File: src/rtl/halloween_pkg.sv
// halloween_pkg: opcodes, FSM states and colour encoding shared by the sequencer
package halloween_pkg;
  typedef enum logic [1:0] {S_IDLE, S_FETCH, S_HOLD, S_DONE} state_t;
  typedef enum logic [1:0] {C_OFF, C_GREEN, C_PURPLE, C_ORANGE} color_t;
  localparam logic [3:0] OP_END       = 4'b0000;
  localparam logic [3:0] OP_RESTART   = 4'b0001;
  localparam logic [3:0] OP_GREEN     = 4'b0100;
  localparam logic [3:0] OP_PURPLE    = 4'b0101;
  localparam logic [3:0] OP_ORANGE    = 4'b0110;
  localparam logic [3:0] OP_SCREAM    = 4'b1000;
  localparam logic [3:0] OP_CACKLE    = 4'b1001;
  localparam logic [3:0] OP_BOO       = 4'b1010;
  localparam logic [3:0] OP_WAVEHANDS = 4'b1100;
  localparam logic [3:0] OP_MOVEJAW   = 4'b1101;
  localparam logic [3:0] OP_FOG       = 4'b1110;
  function automatic logic is_legal(logic [3:0] op);
    return op inside {OP_END, OP_RESTART, OP_GREEN, OP_PURPLE, OP_ORANGE, OP_SCREAM,
                      OP_CACKLE, OP_BOO, OP_WAVEHANDS, OP_MOVEJAW, OP_FOG};
  endfunction
  function automatic logic is_color(logic [3:0] op);
    return op inside {OP_GREEN, OP_PURPLE, OP_ORANGE};
  endfunction
  function automatic color_t color_of(logic [3:0] op);
    return op == OP_GREEN ? C_GREEN : op == OP_PURPLE ? C_PURPLE : op == OP_ORANGE ? C_ORANGE : C_OFF;
  endfunction
endpackage

File: src/rtl/halloween_decode.sv
// halloween_decode: 4-bit opcode to 16-bit one-hot
module halloween_decode (
  input  logic [3:0]  code,
  output logic [15:0] onehot
);
  assign onehot = 16'd1 << code;
endmodule

File: src/rtl/halloween_sequencer.sv
// halloween_sequencer: steps through a small opcode program, pulsing one event per
// executed slot, dwelling hold_cycles between steps and latching the light colour
module halloween_sequencer
  import halloween_pkg::*;
#(
  parameter int N_CH   = 4,
  parameter int HOLD_W = 8,
  parameter int PTR_W  = $clog2(N_CH)
) (
  input  logic              clk,
  input  logic              rst_n,
  input  logic              start,
  input  logic              abort,
  input  logic              loop_en,
  input  logic [HOLD_W-1:0] hold_cycles,
  input  logic              prog_we,
  input  logic [PTR_W-1:0]  prog_addr,
  input  logic [3:0]        prog_data,
  output logic              evt_valid,
  output logic [3:0]        evt_code,
  output logic [15:0]       evt_onehot,
  output logic [1:0]        color,
  output logic              busy,
  output logic              done,
  output logic              err,
  output logic [PTR_W-1:0]  ptr
);
  state_t state, nxt;
  logic [3:0] slot [N_CH];
  logic [HOLD_W-1:0] timer;
  logic [15:0] dec;
  logic [3:0] op;
  logic last, addr_ok, go, fetch, step, fin, kill;

  assign op = slot[ptr];
  assign last = ptr == PTR_W'(N_CH - 1);
  assign addr_ok = {1'b0, prog_addr} < (PTR_W + 1)'(N_CH);

  halloween_decode u_decode (.code(evt_code), .onehot(dec));
  assign evt_onehot = evt_valid ? dec : '0;

  always_ff @(posedge clk or negedge rst_n)
    if (!rst_n) state <= S_IDLE;
    else state <= nxt;

  always_comb begin
    nxt = state;
    unique case (state)
      S_IDLE:  nxt = start ? S_FETCH : S_IDLE;
      S_FETCH: nxt = op == OP_END ? S_DONE : op == OP_RESTART ? S_FETCH : S_HOLD;
      S_HOLD:  nxt = timer != '0 ? S_HOLD : (last && !loop_en) ? S_DONE : S_FETCH;
      default: nxt = S_IDLE;
    endcase
    if (abort) nxt = S_IDLE;
  end

  // abort outranks every strobe, including the event pulse of a pending fetch
  always_comb begin
    go    = state == S_IDLE && start && !abort;
    fetch = state == S_FETCH && !abort;
    step  = state == S_HOLD && timer == '0 && !abort;
    fin   = state == S_DONE && !abort;
    kill  = state != S_IDLE && abort;
  end

  always_ff @(posedge clk or negedge rst_n)
    if (!rst_n) begin
      evt_valid <= 1'b0;
      evt_code  <= OP_END;
      color     <= C_OFF;
      busy      <= 1'b0;
      done      <= 1'b0;
      err       <= 1'b0;
      ptr       <= '0;
      timer     <= '0;
      for (int i = 0; i < N_CH; i++) slot[i] <= OP_END;
    end else begin
      evt_valid <= fetch;
      done      <= fin;
      if (fetch) begin
        evt_code <= op;
        timer    <= hold_cycles;
      end else if (state == S_HOLD && timer != '0) timer <= timer - 1'b1;
      if (fetch && is_color(op)) color <= color_of(op);
      if (fetch && !is_legal(op)) err <= 1'b1;
      if (fetch && op == OP_RESTART) ptr <= '0;
      if (step) ptr <= last ? (loop_en ? '0 : ptr) : ptr + 1'b1;
      if (go) begin
        busy <= 1'b1;
        ptr  <= '0;
        err  <= 1'b0;
      end
      if (fin || kill) begin
        busy  <= 1'b0;
        color <= C_OFF;
      end
      if (kill) ptr <= '0;
      if (prog_we && !busy && addr_ok) slot[prog_addr] <= prog_data;
    end
endmodule
File: config.mk
export PLATFORM = sky130hd
export DESIGN_NAME = halloween_sequencer
export DESIGN_NICKNAME = d
export VERILOG_FILES = /design/src/rtl/halloween_pkg.sv /design/src/rtl/halloween_decode.sv /design/src/rtl/halloween_sequencer.sv
export SDC_FILE = /design/constraint.sdc
export NUM_CORES = 1
export LEC_CHECK = 0
export BUFFER_PORTS_ARGS = -buffer_cell sky130_fd_sc_hd__buf_2
export CORE_ASPECT_RATIO = 1.2
export CORE_MARGIN = 8
export CORE_UTILIZATION = 47
export DETAILED_ROUTE_END_ITERATION = 7
export PLACE_DENSITY_LB_ADDON = 0.15
export SLEW_MARGIN = 20
export SYNTH_ARGS = -nofsm -noshare
export SYNTH_HDL_FRONTEND = slang
export SYNTH_SLANG_ARGS = --single-unit
File: constraint.sdc
create_clock -name clk -period 5.01 [get_ports clk]
set_input_delay 0.2505 -clock clk [delete_from_list [all_inputs] [get_ports clk]]
set_output_delay 0.2505 -clock clk [all_outputs]
set_load 0.02 [all_outputs]
==> results of run 1 <==
==> power breakdown <==
| group | switching (mW) | internal [mW] |
|---|---|---|
| registers | 0.113 | 0.433 |
| clock network | 0.107 | 0.159 |
| logic | 0.212 | 0.191 |
==> per-stage QoR <==
stage	hold slack (ns)	util	worst slack [ns]
finish	0.0559	0.571	2.76
global route	0.124	0.571	2.67
CTS	0.0899	0.571	2.75
detailed placement	0.407	0.544	2.75
global placement	0.403	0.544	2.81
floorplan	-0.0451	-	2.82
==> flip-flops by register name, summed over array words and instances (netlist names), 2 cells and up <==
signal / flops
color: 2
evt_code: 4
ptr: 2
slot: 16
state: 2
timer: 8
==> synthesized netlist by cell type (3+ instances only) <==
| master | number |
|---|---|
| nand2b_1 | 5 |
| o21ai_1 | 8 |
| o21ai_0 | 3 |
| nor3_1 | 9 |
| dfrtp_1 | 38 |
| nor2_1 | 21 |
| clkbuf_1 | 4 |
| inv_1 | 4 |
| mux2_2 | 14 |
| nand3_1 | 7 |
| mux2i_1 | 3 |
| xnor2_1 | 3 |
| nand2_1 | 33 |
| a21oi_1 | 8 |
| xor2_1 | 3 |
| mux2_1 | 4 |
==> critical path, cell delays in order (launching register included) <==
cell,delay [ns]
dfrtp_1,0.57
mux4_2,0.62
or3_4,0.43
nand3b_4,0.16
and3_1,0.18
a31o_1,0.18
==> worst max path at each step <==
stage                     startpoint     end  cells past startpoint
after floorplan               ptr[0]  ptr[1]                      6
after global placement        ptr[0]  ptr[1]                      5
after detailed placement      ptr[0]  ptr[1]                      5
after CTS                     ptr[0]  ptr[1]                      5
after global routing          ptr[0]  ptr[1]                      5
final                         ptr[0]  ptr[1]                      5
==> cells in the final DEF, fill, tap and decap left out, types with 2 or more instances in the layout <==
cell type  synthesis  layout
a21oi_1            8       8
and3_1             2       2
buf_2              0      47
clkbuf_8           0       6
dfrtp_1           38      38
ha_1               2       2
inv_1              4       4
mux2_1             4       4
mux2_2            14      14
mux2i_1            3       3
mux4_2             2       2
nand2_1           33      33
nand2b_1           5       5
nand3_1            7       7
nand3b_1           2       2
nand4b_1           2       2
nor2_1            21      21
nor3_1             9       9
nor3b_1            2       2
o21ai_0            3       3
o21ai_1            8       8
xnor2_1            3       3
xor2_1             3       3
==> layer usage <==
metal | track usage | up-vias
met1 | 0.169 | 720
met4 | 0.0648 | 0
li1 | - | 790
met2 | 0.255 | 43
met3 | 0.0389 | 6
met5 | 0 | -
==> layout make-up <==
| type | count | area (um2) | share of cell area |
|---|---|---|---|
| well taps | 56 | 70.1 | 0.0292 |
| clock buffers | 6 | 82.6 | 0.0345 |
| multi-input cells | 151 | 1010 | 0.421 |
| clock inverters | 1 | 30.0 | 0.0125 |
| flip-flops and latches | 38 | 951 | 0.397 |
| repair buffers | 47 | 235 | 0.0982 |
| inverters | 5 | 18.8 | 0.00783 |
==> cell families (layout without fill, tap and decap cells) <==
logic type               count (synthesis)  in the layout  synth area share
AO/OA/AOI/OAI                           26             26            0.0760
XOR/XNOR                                 6              6            0.0262
adder cells (fa/ha/maj)                  2              2            0.0125
buffers and inverters                   11             59            0.0243
flip-flops                              38             38             0.474
multiplexers                            25             25             0.158
AND/OR/NAND/NOR                         92             92             0.229
==> key figures, run 1 <==
Worst setup path
  • Critical path data required time: 5.19 ns
  • R2r startpoint: ptr[0]
  • CP Class: flop to flop
  • Worst path arrival time: 2.43 ns
  • CP Capture Type: flop
  • Critical path fanouts, max: 9
  • Crit start category: flop
  • R2r worst-path depth: 5
  • Capture point of the worst reg-to-reg path: ptr[1]
  • Worst reg2reg setup slack: around 2.8 ns

Layout
  • Diode count: 0
  • Finished Layout Cells: 304
  • Area delta synth->final: 19.3%
  • Post-route cell area: 0.00240 mm2
  • Layout Nets: 270
  • Fillers: 394
  • Share of cells above drive strength 1: 0.310

Timing
  • Final Skew: 0.00668 ns
  • Slew margin rel.: 0.431
  • Slew @ Worst Pin: around 0.85 ns
  • Fin. Hold Viols: 0
  • Fmax: about 440 MHz
  • RSZ-0062 raised after global routing: false
  • Fin. max-slew vios: 0
  • Final TNS setup: 0 ns
  • Final setup vio count: 0
  • Minimum clock period: 2.25 ns
  • Final period util: 0.450

Logic synthesis
  • Synthesized flop and latch total: 38
  • Syn_nets: 222
  • Syn Std Cell Area: 0.00201 mm2
  • Post-Syn Area per Cell: 10.0 um2
  • Sequential share of the synthesized area: 0.474
  • Post-synth EDFFs: 0
  • Largest cells by area after synthesis: dfrtp_1 (47%), mux2_2 (7.9%), nand2_1 (6.2%), nor2_1 (3.9%), nor3_1 (2.2%)
  • Post-synth top area share: 0.474
  • Ys async rst share: 1.00
  • Dominant synthesized flop cell: dfrtp_1
  • Yosys warns: 0
  • Distinct cell type count after synthesis: 43
  • Cells after Synth: 200
  • Synth area leader: dfrtp_1

Floorplan
  • Row count: 26
  • # IOs: 48
  • Area of the die: approximately 0.0066 mm2
  • Core area: roughly 0.0042 mm2
  • Initial Util: 0.479
  • Die H: 87.6 um
  • Die width: 75.7 um

Clock tree
  • Clock Latency Late Sink: 0.29 ns
  • CTS tree: yes
  • CTS HTree Levels: 2
  • Post-CTS Hold Buffers: 0
  • CTS resizes: 0
  • CTS buffer count: 5
  • Clock transition at path regs: about 0.080 ns
  • Setup bufs post-CTS: 0
  • Clk buf depth: 2
  • Clock tree root buffer cell: clkbuf_8
  • Clock sinks: 38

Routing
  • DR iter-0 viols: 43
  • Post-route DRC: 0
  • Post-Route WL: 4500 um
  • Top Metal Used: met4
  • Vias: about 1600
  • DR pass1 iterations: 4
  • Met3 wire length: 328 um
  • DR WL/cell: 14.8 um
  • Vias per cell: 5.13
  • Antenna Nets Post-Route: 0
  • Met2 wire length: 2250 um
  • M1 WL: 1860 um

GRT
  • Antenna violations before repair: 0
  • Vias in the first global route: 1600
  • Largest net degree at the start of global routing: 39
  • GRT Overall Usage: 0.149
  • First-pass GRT wire length: between 7000 and 8000 um
  • Overflow after GRT: 0

Place
  • Placed cell area: between 0.002 and 0.0025 mm2
  • I/O Buffers: 47
  • Gp weighted congestion: 0.826
  • Dpl cells: 297
  • DP Wirelength: 3480 um

Status
  • Status: complete, no violations

Run
  • MaxCap Viol Count: 0

Power and ir drop
  • Static leakage: 1.14 nW
  • Pwr/cell area: 507 mW/mm2
  • Peak VDD IR: about 0.24 mV
  • Pwr Total: 1.22 mW

Hold path
  • Hold Path Class: primary input to asynchronous set/reset pin
Power figures use the tool's default switching activity.
==> inputs of run 2 (changes only) <==
- clock period: 5.01 -> 2 ns (I/O delays scaled with it)
==> run 2 against run 1 <==
Effect of this change: final cell count increased by 5.3%; register-to-register slack worse by 2.7 ns; utilization grew 2.4 points; critical path type unchanged; critical endpoint unchanged.
==> key figures, run 2 (synthesis results as in run 1) <==
Status
  • Status: complete, no violations

Power and ir drop
  • Static leakage: 1.20 nW
  • Pwr Total: ~3.0 mW
  • Pwr/cell area: 1200 mW/mm2
  • Peak VDD IR: 0.639 mV

Timing
  • Fmax: 509 MHz
  • Minimum clock period: 1.97 ns
  • Final Skew: 0.00915 ns
  • Slew @ Worst Pin: 0.526 ns
  • RSZ-0062 raised after global routing: true
  • Final period util: 0.983
  • Final TNS setup: 0 ns
  • Fin. max-slew vios: 0
  • Fin. Hold Viols: 0
  • Slew margin rel.: 0.649
  • Final setup vio count: 0

Worst setup path
  • CP Class: flop to flop
  • Critical path fanouts, max: 5
  • Slowest stage delay, CP: 0.53 ns
  • Buf/Inv on CP: 0
  • CP Capture Type: flop
  • Crit start category: flop
  • CP max stage cell: mux4_2
  • Critical path data required time: 2.18 ns
  • Critical path's top delay family: simple AND/OR/NAND/NOR gates
  • Worst path arrival time: 2.15 ns
  • CP cell instances: mux4_2 -> or3_4 -> nand3b_4 -> and3_4 -> a31o_1

GRT
  • GRT Overall Usage: 0.156
  • Overflow after GRT: 0
  • First-pass GRT wire length: 7930 um
  • Antenna violations before repair: 0
  • Vias in the first global route: 1758
  • Largest net degree at the start of global routing: 25

Clock tree
  • Clk buf depth: 2
  • Clock sinks: 38
  • Clock transition at path regs: 0.07 ns
  • CTS tree: yes
  • CTS buffer count: 5
  • CTS HTree Levels: 2
  • Clock Latency Late Sink: 0.29 ns
  • Clock tree root buffer cell: clkbuf_8

Run
  • MaxCap Viol Count: 0

Routing
  • Antenna Nets Post-Route: 0
  • DR pass1 iterations: 4
  • DR iter-0 viols: 62
  • DR WL/cell: between 10 and 15 um
  • Post-Route WL: 4560 um
  • Post-route DRC: 0
  • Vias per cell: 5.27
  • Vias: 1687

Place
  • DP Wirelength: around 3600 um
  • Gp weighted congestion: 0.815
  • I/O Buffers: 47

Floorplan
  • Die width: 75.7 um
  • Die H: 87.6 um
  • Row count: 26
  • Core area: around 0.0042 mm2
  • # IOs: 48
  • Initial Util: 0.479
  • Area of the die: 0.00663 mm2

Layout
  • Share of cells above drive strength 1: 0.360
  • Reg with most FFs: slot
  • Most common cell after layout, fill and taps aside: buf_2
  • Largest registers: slot (16), timer (8), evt_code (4)
  • Area delta synth->final: 24.4%
  • Diode count: 0
  • Layout Nets: approximately 290
  • Max FFs per register: 16
  • Highest-count cells in the layout ignoring fill and taps: buf_2 (47), dfrtp_1 (37), nand2_1 (33)

Hold path
  • Hold Path Class: primary input to flop
run 2: layout make-up:
class,instances,area (um2)
Tap cell,56,70.1
Fill cell,362,1700
Inverter,5,18.8
Clock inverter,1,5.00
Sequential cell,38,952
Multi-Input combinational cell,151,1010
Clock buffer,7,86.3
Timing Repair Buffer,62,350
run 2: repair_timing:
action                     in CTS  in global routing
resized for setup               0                  2
hold buffers                    1                  0
setup endpoints to repair       0                  2
setup buffers                   0                  1
hold endpoints to repair       22                  0
run 2: worst paths after layout:
| kind | from | endpoint | slack [ns] | depth (start not counted) |
|---|---|---|---|---|
| max | ptr[0] | ptr[1] | 0.03 | 5 |
| min | hold_cycles[4] | timer[4] | 0.01 | 3 |
| max reg2reg | ptr[0] | ptr[1] | 0.03 | 5 |
| min reg2reg | slot[2] | slot[2] | 0.49 | 1 |
| max in group asynchronous | rst_n | busy | 1.14 | 3 |
| min in group asynchronous | rst_n | timer[4] | 0.32 | 2 |
run 2: tightest hold or removal path, delay by kind of cell:
kind | cells | cell delay (ns)
buffers and inverters | 1 | 0.07
AOI/OAI and AO/OA | 1 | 0.06
and+or+nand+nor | 1 | 0.03
run 2: metal layers:
| layer | GRT usage | vias to the layer above | part of all wire |
|---|---|---|---|
| li1 | - | 829 | - |
| met1 | 0.172 | 811 | 0.39 |
| met2 | 0.273 | 43 | 0.52 |
| met3 | 0.0458 | 4 | 0.076 |
| met4 | 0.0578 | 0 | 0.012 |
| met5 | 0 | - | 0 |
run 2: power breakdown:
| part | total [mW] | switching, mW | internal [mW] | leakage, nW |
|---|---|---|---|---|
| registers | 1.36 | 0.271 | 1.09 | 0.473 |
| logic | 1.12 | 0.551 | 0.564 | 0.675 |
| clock network | 0.526 | 0.249 | 0.278 | 0.0482 |
| total | 3.00 | 1.07 | 1.93 | 1.20 |
run 2: stage by stage:
stage	hold slack [ns]	cell area [um2]	setup slack [ns]	std cells	util
floorplan	-0.196	2010	-0.0973	200	-
global placement	0.105	2380	0.0597	310	0.567
detailed placement	0.105	2380	0.0193	310	0.567
CTS	0.0107	2480	0.00475	319	0.591
global route	0.0231	2500	-0.0374	320	0.595
finish	0.0147	2500	0.0340	320	0.595
